$ cat config.mk
export PLATFORM = sky130hd
export DESIGN_NAME = gray_seek_ctrl_flat
export DESIGN_NICKNAME = d
export VERILOG_FILES = /design/src/rtl/gray_seek_ctrl_if.sv /design/src/rtl/gray_seek_ctrl.sv /design/src/flat_wrapper.sv
export SDC_FILE = /design/constraint.sdc
export NUM_CORES = 1
export LEC_CHECK = 0
export ABC_AREA = 1
export CAP_MARGIN = 15
export CELL_PAD_IN_SITES_DETAIL_PLACEMENT = 1
export CELL_PAD_IN_SITES_GLOBAL_PLACEMENT = 1
export CORE_ASPECT_RATIO = 0.9
export CORE_UTILIZATION = 36
export DETAILED_ROUTE_END_ITERATION = 10
export PLACE_DENSITY = 0.75
export SYNTH_ARGS = -nofsm -noshare
export SYNTH_HDL_FRONTEND = slang
export SYNTH_SLANG_ARGS = --single-unit
export TNS_END_PERCENT = 10
$ cat constraint.sdc
create_clock -name clk -period 2 [get_ports clk]
set_input_delay 0.3 -clock clk [delete_from_list [all_inputs] [get_ports clk]]
set_output_delay 0.3 -clock clk [all_outputs]
set_load 0.05 [all_outputs]
$ cat src/rtl/gray_seek_ctrl_if.sv
// Command and counter-side signals of the Gray seek controller.
// slave = the controller; master = command source plus counter.
interface gray_seek_ctrl_if #(
  parameter int WIDTH  = 3,
  parameter int STEP_W = 4
);
  logic              cmd_valid;
  logic              cmd_ready;
  logic [WIDTH-1:0]  cmd_target;
  logic [1:0]        cmd_mode;
  logic              cmd_preset;
  logic              abort;
  logic [WIDTH-1:0]  ctr_gray;
  logic              ctr_dir;
  logic              ctr_en;
  logic              ctr_set;
  logic              done;
  logic [1:0]        status;
  logic [STEP_W-1:0] steps_taken;

  modport master (
    output cmd_valid, cmd_target, cmd_mode, cmd_preset, abort, ctr_gray,
    input  cmd_ready, ctr_dir, ctr_en, ctr_set, done, status, steps_taken
  );

  modport slave (
    input  cmd_valid, cmd_target, cmd_mode, cmd_preset, abort, ctr_gray,
    output cmd_ready, ctr_dir, ctr_en, ctr_set, done, status, steps_taken
  );
endinterface

$ cat src/rtl/gray_seek_ctrl.sv
// Seek controller for a WIDTH-bit up/down Gray counter. Takes one command at a
// time, optionally presets the counter, picks a direction, then enables the
// counter until its Gray output hits the target, an abort, or the step limit.
module gray_seek_ctrl #(
  parameter int WIDTH     = 3,
  parameter int MAX_STEPS = 8,
  parameter int STEP_W    = $clog2(MAX_STEPS+1)
) (
  input logic             clk,
  input logic             async_reset_n,
  gray_seek_ctrl_if.slave bus
);

  typedef enum logic [2:0] {S_IDLE, S_PRESET, S_DIR, S_RUN, S_DONE} state_t;

  localparam logic [WIDTH-1:0]  HALF  = {1'b1, {(WIDTH-1){1'b0}}};
  localparam logic [STEP_W-1:0] LIMIT = STEP_W'(MAX_STEPS);

  localparam logic [1:0] ST_OK    = 2'b00;
  localparam logic [1:0] ST_ABORT = 2'b01;
  localparam logic [1:0] ST_TOUT  = 2'b10;

  state_t            r_state;
  logic [WIDTH-1:0]  r_tgt;
  logic [1:0]        r_mode;
  logic              r_preset;
  logic [STEP_W-1:0] r_steps;
  logic              r_dir;
  logic              r_done;
  logic [1:0]        r_status;
  logic [STEP_W-1:0] r_steps_taken;

  logic [WIDTH-1:0]  w_cur_bin;
  logic [WIDTH-1:0]  w_tgt_bin;
  logic [WIDTH-1:0]  w_up_dist;
  logic              w_dir;
  logic              w_match;
  logic              w_steps_ok;
  logic              w_run_en;
  logic              w_set;

  function automatic logic [WIDTH-1:0] g2b(input logic [WIDTH-1:0] g);
    logic [WIDTH-1:0] b;
    b[WIDTH-1] = g[WIDTH-1];
    for (int i = WIDTH-2; i >= 0; i--) b[i] = b[i+1] ^ g[i];
    return b;
  endfunction

  assign w_cur_bin  = g2b(bus.ctr_gray);
  assign w_tgt_bin  = g2b(r_tgt);
  assign w_up_dist  = w_tgt_bin - w_cur_bin;
  assign w_match    = (bus.ctr_gray == r_tgt);
  assign w_steps_ok = (r_steps < LIMIT);

  // Direction choice; mode 11 falls back to shortest path, half-ring tie goes up
  always_comb begin
    w_dir = 1'b1;
    case (r_mode)
      2'b01:   w_dir = 1'b1;
      2'b10:   w_dir = 1'b0;
      default: w_dir = (w_up_dist <= HALF);
    endcase
  end

  // Enable is combinational so the counter stops on the exact edge it matches
  assign w_run_en = (r_state == S_RUN) && !w_match && !bus.abort && w_steps_ok;
  assign w_set    = (r_state == S_PRESET) && !bus.abort;

  assign bus.ctr_en      = w_run_en || w_set;
  assign bus.ctr_set     = w_set;
  assign bus.ctr_dir     = r_dir;
  assign bus.cmd_ready   = (r_state == S_IDLE);
  assign bus.done        = r_done;
  assign bus.status      = r_status;
  assign bus.steps_taken = r_steps_taken;

  // Command FSM; done/status/steps_taken are loaded on the way into DONE
  always_ff @(posedge clk or negedge async_reset_n) begin
    if (!async_reset_n) begin
      r_state       <= S_IDLE;
      r_tgt         <= '0;
      r_mode        <= 2'b00;
      r_preset      <= 1'b0;
      r_steps       <= '0;
      r_dir         <= 1'b0;
      r_done        <= 1'b0;
      r_status      <= ST_OK;
      r_steps_taken <= '0;
    end else begin
      r_done <= 1'b0;
      case (r_state)
        S_IDLE: begin
          if (bus.cmd_valid) begin
            r_tgt    <= bus.cmd_target;
            r_mode   <= bus.cmd_mode;
            r_preset <= bus.cmd_preset;
            r_steps  <= '0;
            r_status <= ST_OK;
            r_state  <= bus.cmd_preset ? S_PRESET : S_DIR;
          end
        end
        S_PRESET: begin
          if (bus.abort) begin
            r_status      <= ST_ABORT;
            r_steps_taken <= r_steps;
            r_done        <= 1'b1;
            r_state       <= S_DONE;
          end else begin
            r_state <= S_DIR;
          end
        end
        S_DIR: begin
          if (bus.abort) begin
            r_status      <= ST_ABORT;
            r_steps_taken <= r_steps;
            r_done        <= 1'b1;
            r_state       <= S_DONE;
          end else begin
            r_dir   <= w_dir;
            r_state <= S_RUN;
          end
        end
        S_RUN: begin
          // Every exit happens on a cycle with ctr_en=0, so r_steps is final
          if (bus.abort) begin
            r_status      <= ST_ABORT;
            r_steps_taken <= r_steps;
            r_done        <= 1'b1;
            r_state       <= S_DONE;
          end else if (w_match) begin
            r_status      <= ST_OK;
            r_steps_taken <= r_steps;
            r_done        <= 1'b1;
            r_state       <= S_DONE;
          end else if (!w_steps_ok) begin
            r_status      <= ST_TOUT;
            r_steps_taken <= r_steps;
            r_done        <= 1'b1;
            r_state       <= S_DONE;
          end else begin
            r_steps <= r_steps + 1'b1;
          end
        end
        S_DONE: begin
          r_state <= S_IDLE;
        end
        default: r_state <= S_IDLE;
      endcase
    end
  end

endmodule
$ cat src/flat_wrapper.sv
// flat-port wrapper written by rule: the top's interface ports become plain ports
module gray_seek_ctrl_flat 
#(
  parameter int WIDTH     = 3,
  parameter int MAX_STEPS = 8,
  parameter int STEP_W    = $clog2(MAX_STEPS+1)
)
  (clk, async_reset_n, bus_cmd_valid, bus_cmd_target, bus_cmd_mode, bus_cmd_preset, bus_abort, bus_ctr_gray, bus_cmd_ready, bus_ctr_dir, bus_ctr_en, bus_ctr_set, bus_done, bus_status, bus_steps_taken);
  gray_seek_ctrl_if #(.WIDTH(WIDTH), .STEP_W(STEP_W)) bus_i ();
  input logic clk;
  input logic async_reset_n;
  input wire logic [$bits(bus_i.cmd_valid)-1:0] bus_cmd_valid;
  input wire logic [$bits(bus_i.cmd_target)-1:0] bus_cmd_target;
  input wire logic [$bits(bus_i.cmd_mode)-1:0] bus_cmd_mode;
  input wire logic [$bits(bus_i.cmd_preset)-1:0] bus_cmd_preset;
  input wire logic [$bits(bus_i.abort)-1:0] bus_abort;
  input wire logic [$bits(bus_i.ctr_gray)-1:0] bus_ctr_gray;
  output wire logic [$bits(bus_i.cmd_ready)-1:0] bus_cmd_ready;
  output wire logic [$bits(bus_i.ctr_dir)-1:0] bus_ctr_dir;
  output wire logic [$bits(bus_i.ctr_en)-1:0] bus_ctr_en;
  output wire logic [$bits(bus_i.ctr_set)-1:0] bus_ctr_set;
  output wire logic [$bits(bus_i.done)-1:0] bus_done;
  output wire logic [$bits(bus_i.status)-1:0] bus_status;
  output wire logic [$bits(bus_i.steps_taken)-1:0] bus_steps_taken;
  assign bus_i.cmd_valid = bus_cmd_valid;
  assign bus_i.cmd_target = bus_cmd_target;
  assign bus_i.cmd_mode = bus_cmd_mode;
  assign bus_i.cmd_preset = bus_cmd_preset;
  assign bus_i.abort = bus_abort;
  assign bus_i.ctr_gray = bus_ctr_gray;
  assign bus_cmd_ready = bus_i.cmd_ready;
  assign bus_ctr_dir = bus_i.ctr_dir;
  assign bus_ctr_en = bus_i.ctr_en;
  assign bus_ctr_set = bus_i.ctr_set;
  assign bus_done = bus_i.done;
  assign bus_status = bus_i.status;
  assign bus_steps_taken = bus_i.steps_taken;
  gray_seek_ctrl #(.WIDTH(WIDTH), .MAX_STEPS(MAX_STEPS), .STEP_W(STEP_W)) u_core (.clk(clk), .async_reset_n(async_reset_n), .bus(bus_i));
endmodule
### After elaboration in Yosys (flattened, before gate mapping)

Cells that the tools add are included.

| storage, ports and cells | value |
|---|---|
| flip-flop bits (word level) | 20 |
| bits of input ports | 13 |
| output and inout bits | 11 |
| logic and storage cells | 77 |

| operators by class | value |
|---|---|
| add/subtract/negate cells | 2 |
| order comparisons | 2 |
| equality and inequality tests | 12 |
| muxes and demuxes | 30 |
| bitwise gates (word level) | 5 |
| reductions and logical operators | 18 |

Operator list:

| kind | count |
|---|---|
| two-way mux 4 bit | 8 |
| two-way mux 3 bit | 6 |
| case mux 4 bit (2 select lines) | 2 |
| two-way mux 2 bit | 6 |
| case mux 3 bit (4 select lines) | 1 |
| equality test 3 x 2 -> 1 bit (second input constant) | 2 |
| inequality test 2 bit (second input constant) | 3 |
| case mux 2 bit (3 select lines) | 1 |
| AND reduction 2 bit | 3 |
| AND reduction 5 bit | 1 |
| adder 4 x 1 -> 4 bit (second input constant) | 1 |
| logical AND 1 bit | 4 |
| less-than comparator 4 bit (second input constant) | 1 |
| two-way mux 1 bit | 4 |
| inequality test 2 x 1 -> 1 bit (second input constant) | 2 |
| inequality test 4 x 3 -> 1 bit (second input constant) | 1 |
| case mux 1 bit (2 select lines) | 2 |
| AND reduction 4 bit | 1 |
| nonzero test 2 bit | 2 |
| bitwise XOR 1 bit | 4 |
| equality test 3 x 1 -> 1 bit (second input constant) | 1 |
| equality test 3 bit | 1 |
| less-or-equal comparator 3 bit (second input constant) | 1 |
| logical NOT 3 bit | 1 |
| 9 further kinds | 10 |

### Depth between registers and ports, before layout

Gate-level depths: netlist of run 1.

| depth | value |
|---|---|
| depth after elaboration | 6 |
| gate-level depth with buffers | 9 |
| depth with buffers taken out | 9 |

### Worst setup path before layout of run 1

OpenSTA, ideal clock, no wires.

| path | value |
|---|---|
| path kind | register to output |
| from | reg u_core.r_state[1] |
| to | out bus_ctr_en |
| arrival time | 1.701 ns |
| path slack | -0.001 ns |
| stages on the path, launching flop included | 4 |
| cells stage by stage | dfrtp_1 > nor2_2 > nand2_2 > o21ai_0 |

| on the way | value |
|---|---|
| longest elaborated chain between the ends | 5 |
| elaborated cells on any way between the ends | 7 |
| classes of those cells | 2 x eq/ne; 5 x reduce/logical |

RTL lines:

| item | line | text |
|---|---|---|
| start, declared | gray_seek_ctrl.sv:23 | `state_t r_state;` |
| start signal, assigned | gray_seek_ctrl.sv:99 | `r_state <= bus.cmd_preset ? S_PRESET : S_DIR;` |
| equality test 3 x 2 -> 1 bit | gray_seek_ctrl.sv:66 | `assign w_run_en = (r_state == S_RUN) && !w_match && !bus.abort && w_steps_ok;` |
| logical AND 1 bit (3 in a row) | gray_seek_ctrl.sv:66 |  |
| logical OR 1 bit * | gray_seek_ctrl.sv:69 | `assign bus.ctr_en = w_run_en \|\| w_set;` |
| end, declared | flat_wrapper.sv:20 | `output wire logic [$bits(bus_i.ctr_en)-1:0] bus_ctr_en;` |

Mark *: on every way between the ends. The rest lies on a longest branch, timed or not.

### Worst setup path in the final report of run 1

| path | value |
|---|---|
| from | in bus_ctr_gray[0] |
| to | out bus_ctr_en |

| on the way | value |
|---|---|
| longest elaborated chain between the ends | 6 |

RTL lines:

| item | line | text |
|---|---|---|
| start, declared | flat_wrapper.sv:17 | `input wire logic [$bits(bus_i.ctr_gray)-1:0] bus_ctr_gray;` |
| equality test 3 bit | gray_seek_ctrl.sv:52 | `assign w_match = (bus.ctr_gray == r_tgt);` |
| logical NOT 1 bit | gray_seek_ctrl.sv:66 |  |
| logical AND 1 bit (3 in a row) | gray_seek_ctrl.sv:66 |  |
| logical OR 1 bit | gray_seek_ctrl.sv:69 |  |

No other way between the ends.

==> qor_table.md, run 1 <==
| Parameter | Value | Unit |
|---|---|---|
| Initial antenna violation count | 0 | - |
| Drt pass-1 iters | 4 | - |
| Element type at the critical path start | input pin | - |
| Clock root buffer master | clkbuf_4 | - |
| P_leak | 0.785 | nW |
| # Max-Cap Violations | 0 | - |
| Layout cell share with drive strength beyond 1 | 15.0 | % |
| Maximum vdd ir drop | 0.503 | mV |
| Power Total | 1.99 | mW |
| Origin of the critical flop-to-flop path | u_core.r_tgt[1] | - |
| Final Worst Setup Slack | 147 | ps |
| Detailed placer's ending HPWL | 2150 | µm |
| Share of the yosys chip area belonging to registers | 44.1 | % |
| Sinks on Clock Net | 20 | - |
| Starting density of the core | 39.7 | % |
| Port Buf Inserts | 23 | - |
| Vias in the first global route | 1046 | - |
| Worst Tran Pin Value | 508 | ps |
| Area enclosed by the die boundary | 3380 | µm² |
| Average wire length per cell after detail routing | 12.9 | µm |
| Setup violators final | 0 | - |
| Synthesis-to-layout area growth | 29.8 | % |
| H-tree level count | 1 | - |
| Cells after synthesis | 139 | - |
| Vias per cell | 4.69 | - |
| Core Footprint | 2860 | µm² |
| Slew Limit Headroom | 66.0 | % |
| Overall routed net length | 2680 | µm |
| Number of distinct standard cells referenced by the synthesized netlist | 22 | - |
| Area of all placed cells without fillers | 1470 | µm² |
| Clock buffer depth | 2 | - |
| Number of nets in the synthesized netlist | 156 | - |
| DP Cell Count | 203 | - |
| CTS-repair resized insts | 0 | - |
| Logic depth of the worst register-to-register path | 8 | - |
| Worst hold path class | input pin to async pin | - |
| Wire length of the first global-routing pass | 4830 | µm |
| Vias post-DR | 970 | - |
| DRC violation total after the first TritonRoute iteration | 18 | - |
| Status | finished, final reports clean | - |
| Endpoint of the lowest-slack register-to-register path | u_core.bus.ctr_dir | - |
| Number of hold-repair buffers added at the cts stage | 0 | - |
| Setup repair after global routing missed its margin | no | - |
| Count of pins over their slew limit | 0 | - |
| Ratio of final minimum period to clock period | 92.6 | % |
| Seq cells post-synth | 20 | - |
| GRT Overall Usage | 19.2 | % |
| Post-placement cell area | 1440 | µm² |
| Arrival time of the worst setup path | 1550 | ps |
| Required time worst endpoint | 1700 | ps |
| Remaining global-route overflow | 0 | - |
| Worst Setup End Kind | output port | - |
| Io pins | 24 | - |
| Mean cell area of the mapped netlist | 8.16 | µm² |
| Worst-case register-to-register setup slack | 330 | ps |
| Fill cell total of the finished layout | 357 | - |
| Clock tree from TritonCTS | done | - |
| Final critical path time including I/O delays and setup | 1850 | ps |
| Cell Pwr Density | 1350 | nW/µm² |
| Number of warnings reported in the yosys synthesis log | 0 | - |
| Register area | 500 | µm² |
| Commonest non-fill, non-tap cell in the layout | nand2_1 | - |
| Setup repair bufs after CTS | 0 | - |
| Standard-cell rows | 18 | - |
| Diodes inserted | 0 | - |
| Number of buffers created by CTS | 3 | - |
| Die X | 61.2 | µm |
| Die height | 55.3 | µm |
| Most frequent cells in the layout | nand2_1 (43), clkdlybuf4s50_1 (20), dfrtp_1 (20) | - |
| Worst-Skew Late Latency | 300 | ps |
| Clock tree skew after final layout | 4.04 | ps |
| Area of the multi-input gates | 537 | µm² |
| Residual DRC | 0 | - |
| Total Negative Setup Slacks | 0 | ps |
| Residual antenna-violating net count after detailed routing | 0 | - |
| Worst setup timing slack at the placement stage | -147 | ps |
| Count of non-filler cells in the finished layout | 207 | - |
| Final-layout worst hold slack | 324 | ps |
| Synthesized cell area | 1130 | µm² |
| Max Clock Freq | 540 | MHz |
| Clock slew seen by the registers of the worst setup and hold paths | 120 | ps |
| Nets | 185 | - |
| WS Path Type | input pin to output port | - |
| Endpoints failing hold | 0 | - |
| Final standard cell utilization of the core | 51.5 | % |
| Final weighted congestion of routability-driven global placement | 0.801 | - |
| Largest fanout on the critical path | 3 | - |
| Pin count of the biggest net entering global routing | 21 | - |
## worst max-delay path, cell delays in order
cell,delay [ps]
clkdlybuf4s50_1,530
inv_1,50
nand2_1,60
nand2_1,80
nand3_2,120
nand3_2,90
o21ai_1,150
buf_12,170
## kinds of logic after synthesis
| family | share of synthesized area, % |
|---|---|
| xor+xnor | 5.40 |
| buf+inv | 8.60 |
| flops | 44.1 |
| simple gates | 29.5 |
| fa+ha+maj | 4.41 |
| compound gates | 7.94 |
## layout make-up
cell class                      instances  share of cell area, %
Clock buffer                            4                   2.46
Inverter                               21                   5.35
Multi-Input combinational cell         96                   36.4
Sequential cell                        20                   34.0
Tap cell                               40                   3.40
Timing Repair Buffer                   26                   18.4
## worst max-delay path by stage
stage	from	end	slack (ps)
final	bus_ctr_gray[0]	bus_ctr_en	150
after floorplan	u_core.r_state[2]	bus_ctr_en	280
after global routing	bus_ctr_gray[0]	bus_ctr_en	30
after global placement	bus_ctr_gray[1]	u_core.bus.ctr_dir	40
after CTS	bus_ctr_gray[0]	bus_ctr_en	150
after detailed placement	bus_ctr_gray[1]	u_core.bus.ctr_dir	-150
## synthesized netlist by cell type (all sizes together)
library cell  count  share of area (%)
dfrtp            20                 44
nand4             2                1.1
inv              21                6.9
nor2             10                3.7
o21ai            10                5.7
xnor2             2                1.5
ha                4                4.4
nand2            46                 16
o211ai            1                1.1
nand3            15                8.4
xor2              5                3.9
o22ai             1                1.1
buf               2                1.7
## routing by layer
metal  global-route usage (%)  vias to the layer above  wire length (µm)
li1                         -                      488                 -
met1                     26.2                      463              1300
met2                     29.3                       15              1270
met3                     2.81                        4                83
met4                     9.09                        0                27
met5                        0                        -                 0
## flip-flops by register name (all words and copies together) (netlist names)
register / count
u_core.bus.steps_taken: 4
u_core.r_steps: 4
u_core.r_state: 3
u_core.r_tgt: 3
u_core.bus.status: 2
u_core.r_mode: 2
u_core.bus.ctr_dir: 1
u_core.bus.done: 1
## power by group
part	switching (mW)	internal, mW
Combinational	0.735	0.397
Sequential	0.0925	0.524
Clock	0.130	0.111
Total	0.957	1.03
(Power assumes the default switching activity.)
==> inputs of run 2 (changes only) <==
==> constraint.sdc (replaced) <==
create_clock -name clk -period 2 [get_ports clk]
set_input_delay 0.3 -clock clk [delete_from_list [all_inputs] [get_ports clk]]
set_output_delay 0.3 -clock clk [all_outputs]
set_load 0.1 [all_outputs]
==> run 2 against run 1 <==
Compared with the run above:
- die area unchanged
- critical path depth unchanged
- largest power group unchanged
- sequential power about the same
- via count increased by 0.21%
- wire length increased by 0.97%
==> qor_table.md, run 2 (synthesis gave the netlist of run 1 again) <==
| Parameter | Value | Unit |
|---|---|---|
| Setup repair after global routing missed its margin | no | - |
| Largest fanout on the critical path | 3 | - |
| Cell Pwr Density | 1540 | nW/µm² |
| Number of hold-repair buffers added at the cts stage | 0 | - |
| Area of all placed cells without fillers | 1470 | µm² |
| M3 GR Usage | 4.22 | % |
| Number of buffers created by CTS | 3 | - |
| Maximum vdd ir drop | 0.515 | mV |
| Worst Tran Pin Value | 380 | ps |
| Setup violators final | 0 | - |
| Clock buffer depth | 2 | - |
| Drt pass-1 iters | 4 | - |
| Ratio of final minimum period to clock period | 91.3 | % |
| Sinks on Clock Net | 20 | - |
| Max Clock Freq | 548 | MHz |
| Residual DRC | 0 | - |
| Residual antenna-violating net count after detailed routing | 0 | - |
| Commonest non-fill, non-tap cell in the layout | nand2_1 | - |
| Clock slew seen by the registers of the worst setup and hold paths | 110 | ps |
| Post-placement cell area | 1430 | µm² |
| Average wire length per cell after detail routing | 13.1 | µm |
| Worst Setup End Kind | output port | - |
| Element type at the critical path start | input pin | - |
| P_leak | 0.806 | nW |
| Met1 Use GR | 25.4 | % |
| Power Total | 2.27 | mW |
| Clock tree from TritonCTS | done | - |
| Initial antenna violation count | 0 | - |
| Count of non-filler cells in the finished layout | 207 | - |
| Worst-Skew Late Latency | 300 | ps |
| Detailed placer's ending HPWL | 2180 | µm |
| GRT Overall Usage | 19.4 | % |
| Net switching share of the total power | 53.4 | % |
| Starting density of the core | 39.7 | % |
| Arrival time of the worst setup path | 1530 | ps |
| Endpoints failing hold | 0 | - |
| Standard-cell rows | 18 | - |
| Setup repair bufs after CTS | 0 | - |
| Clock tree skew after final layout | 2.67 | ps |
| Combinational power share | 62.3 | % |
| Count of pins over their slew limit | 0 | - |
| Final critical path time including I/O delays and setup | 1830 | ps |
| WS Path Type | input pin to output port | - |
| Required time worst endpoint | 1700 | ps |
| DP Cell Count | 203 | - |
| Worst hold path class | input pin to async pin | - |
| Remaining global-route overflow | 0 | - |
| P_sw | 1.21 | mW |
| Synthesis-to-layout area growth | 29.4 | % |
| Die height | 55.3 | µm |
| Worst-path cell chain | clkdlybuf4s50_1 -> inv_1 -> nand2_1 -> nand2_1 -> nand3_2 -> nand3_2 -> o21ai_2 -> buf_12 | - |
| Status | finished, final reports clean | - |
| CTS-repair resized insts | 0 | - |
| Slew Limit Headroom | 74.6 | % |
| Wire length of the first global-routing pass | 4930 | µm |
| Vias post-DR | 972 | - |
| Port Buf Inserts | 23 | - |
| # Max-Cap Violations | 0 | - |
| Clock root buffer master | clkbuf_4 | - |
| CP peak stage delay | 530 | ps |
| Met2 track demand over resource | 32.5 | % |
| Io pins | 24 | - |
| Highest-delay cell along the critical path | clkdlybuf4s50_1 | - |
| DRC violation total after the first TritonRoute iteration | 22 | - |
| Pin count of the biggest net entering global routing | 21 | - |
| Layout cell share with drive strength beyond 1 | 20.4 | % |
| Area enclosed by the die boundary | 3380 | µm² |
| Vias per cell | 4.70 | - |
| Cell-internal power | 1.06 | mW |
| H-tree level count | 1 | - |
| Die X | 61.2 | µm |
| Final weighted congestion of routability-driven global placement | 0.816 | - |
| Overall routed net length | 2710 | µm |
| Diodes inserted | 0 | - |
| Fraction of power consumed by the clock network | 10.4 | % |
| Most heavily used metal layer in global routing | met2 | - |
| Vias in the first global route | 1095 | - |
| Most frequent cells in the layout | nand2_1 (43), dfrtp_1 (20), inv_1 (19) | - |
| Core Footprint | 2860 | µm² |
| Part of the total power dissipated in sequential elements | 27.3 | % |
| Nets | 185 | - |
| Logic depth of the worst register-to-register path | 8 | - |
run 2: worst max-delay path, delay by kind of cell:
family / cells / cell delay (ps)
compound gates: 1 / 90
buf+inv: 3 / 780
simple gates: 4 / 350
run 2: path summary, 6_finish.rpt:
path | startpoint | endpoint | slack [ps]
max | bus_ctr_gray[0] | bus_ctr_en | 170
min | async_reset_n | u_core.r_tgt[0] | 320
max reg2reg | u_core.r_tgt[1] | u_core.bus.ctr_dir | 400
min reg2reg | u_core.bus.status[1] | u_core.bus.status[1] | 490
max in group asynchronous | async_reset_n | u_core.bus.status[0] | 1470
min in group clk | u_core.bus.status[1] | u_core.bus.status[1] | 490
run 2: layer usage:
layer	part of all wire (%)	up-vias
met5	0	-
met1	46	461
met3	3.4	4
li1	-	490
met2	50	17
met4	1.1	0
run 2: metrics by stage:
stage          TNS, ps  hold slack (ps)  setup slack, ps  util, %
6_report             0              324              175     51.4
5_1_grt              0              342             81.9     51.4
4_1_cts              0              323              167     51.4
3_5_place_dp     -77.4              469            -77.4     50.1
3_3_place_gp         0              461             35.0     50.1
2_1_floorplan     -172             4.41             -172        -
run 2: cell type report:
cell class                      count  area [µm²]
Inverter                           21        78.8
Clock buffer                        4        36.3
Multi-Input combinational cell     96         541
Sequential cell                    20         500
Timing Repair Buffer               26         263
Fill cell                         378        1390
Tap cell                           40        50.0
run 2: power by group through the flow:
stage / registers, mW / clock network [mW] / logic (mW)
6_report: 0.619 / 0.236 / 1.41
5_1_grt: 0.638 / 0.263 / 1.55
4_1_cts: 0.621 / 0.246 / 1.43
3_5_place_dp: 0.630 / 0 / 1.43
3_3_place_gp: 0.619 / 0 / 1.36
2_1_floorplan: 0.896 / 0 / 0.763
==> inputs of run 3 (changes only) <==
--- a/config.mk
+++ b/config.mk
@@ -13,6 +13,7 @@
 export CORE_UTILIZATION = 36
 export DETAILED_ROUTE_END_ITERATION = 10
 export PLACE_DENSITY = 0.75
+export SKIP_CTS_REPAIR_TIMING = 1
 export SYNTH_ARGS = -nofsm -noshare
 export SYNTH_HDL_FRONTEND = slang
 export SYNTH_SLANG_ARGS = --single-unit
==> results of run 3 <==
No change in the layout: final DEF, timing and power equal those of run 2.
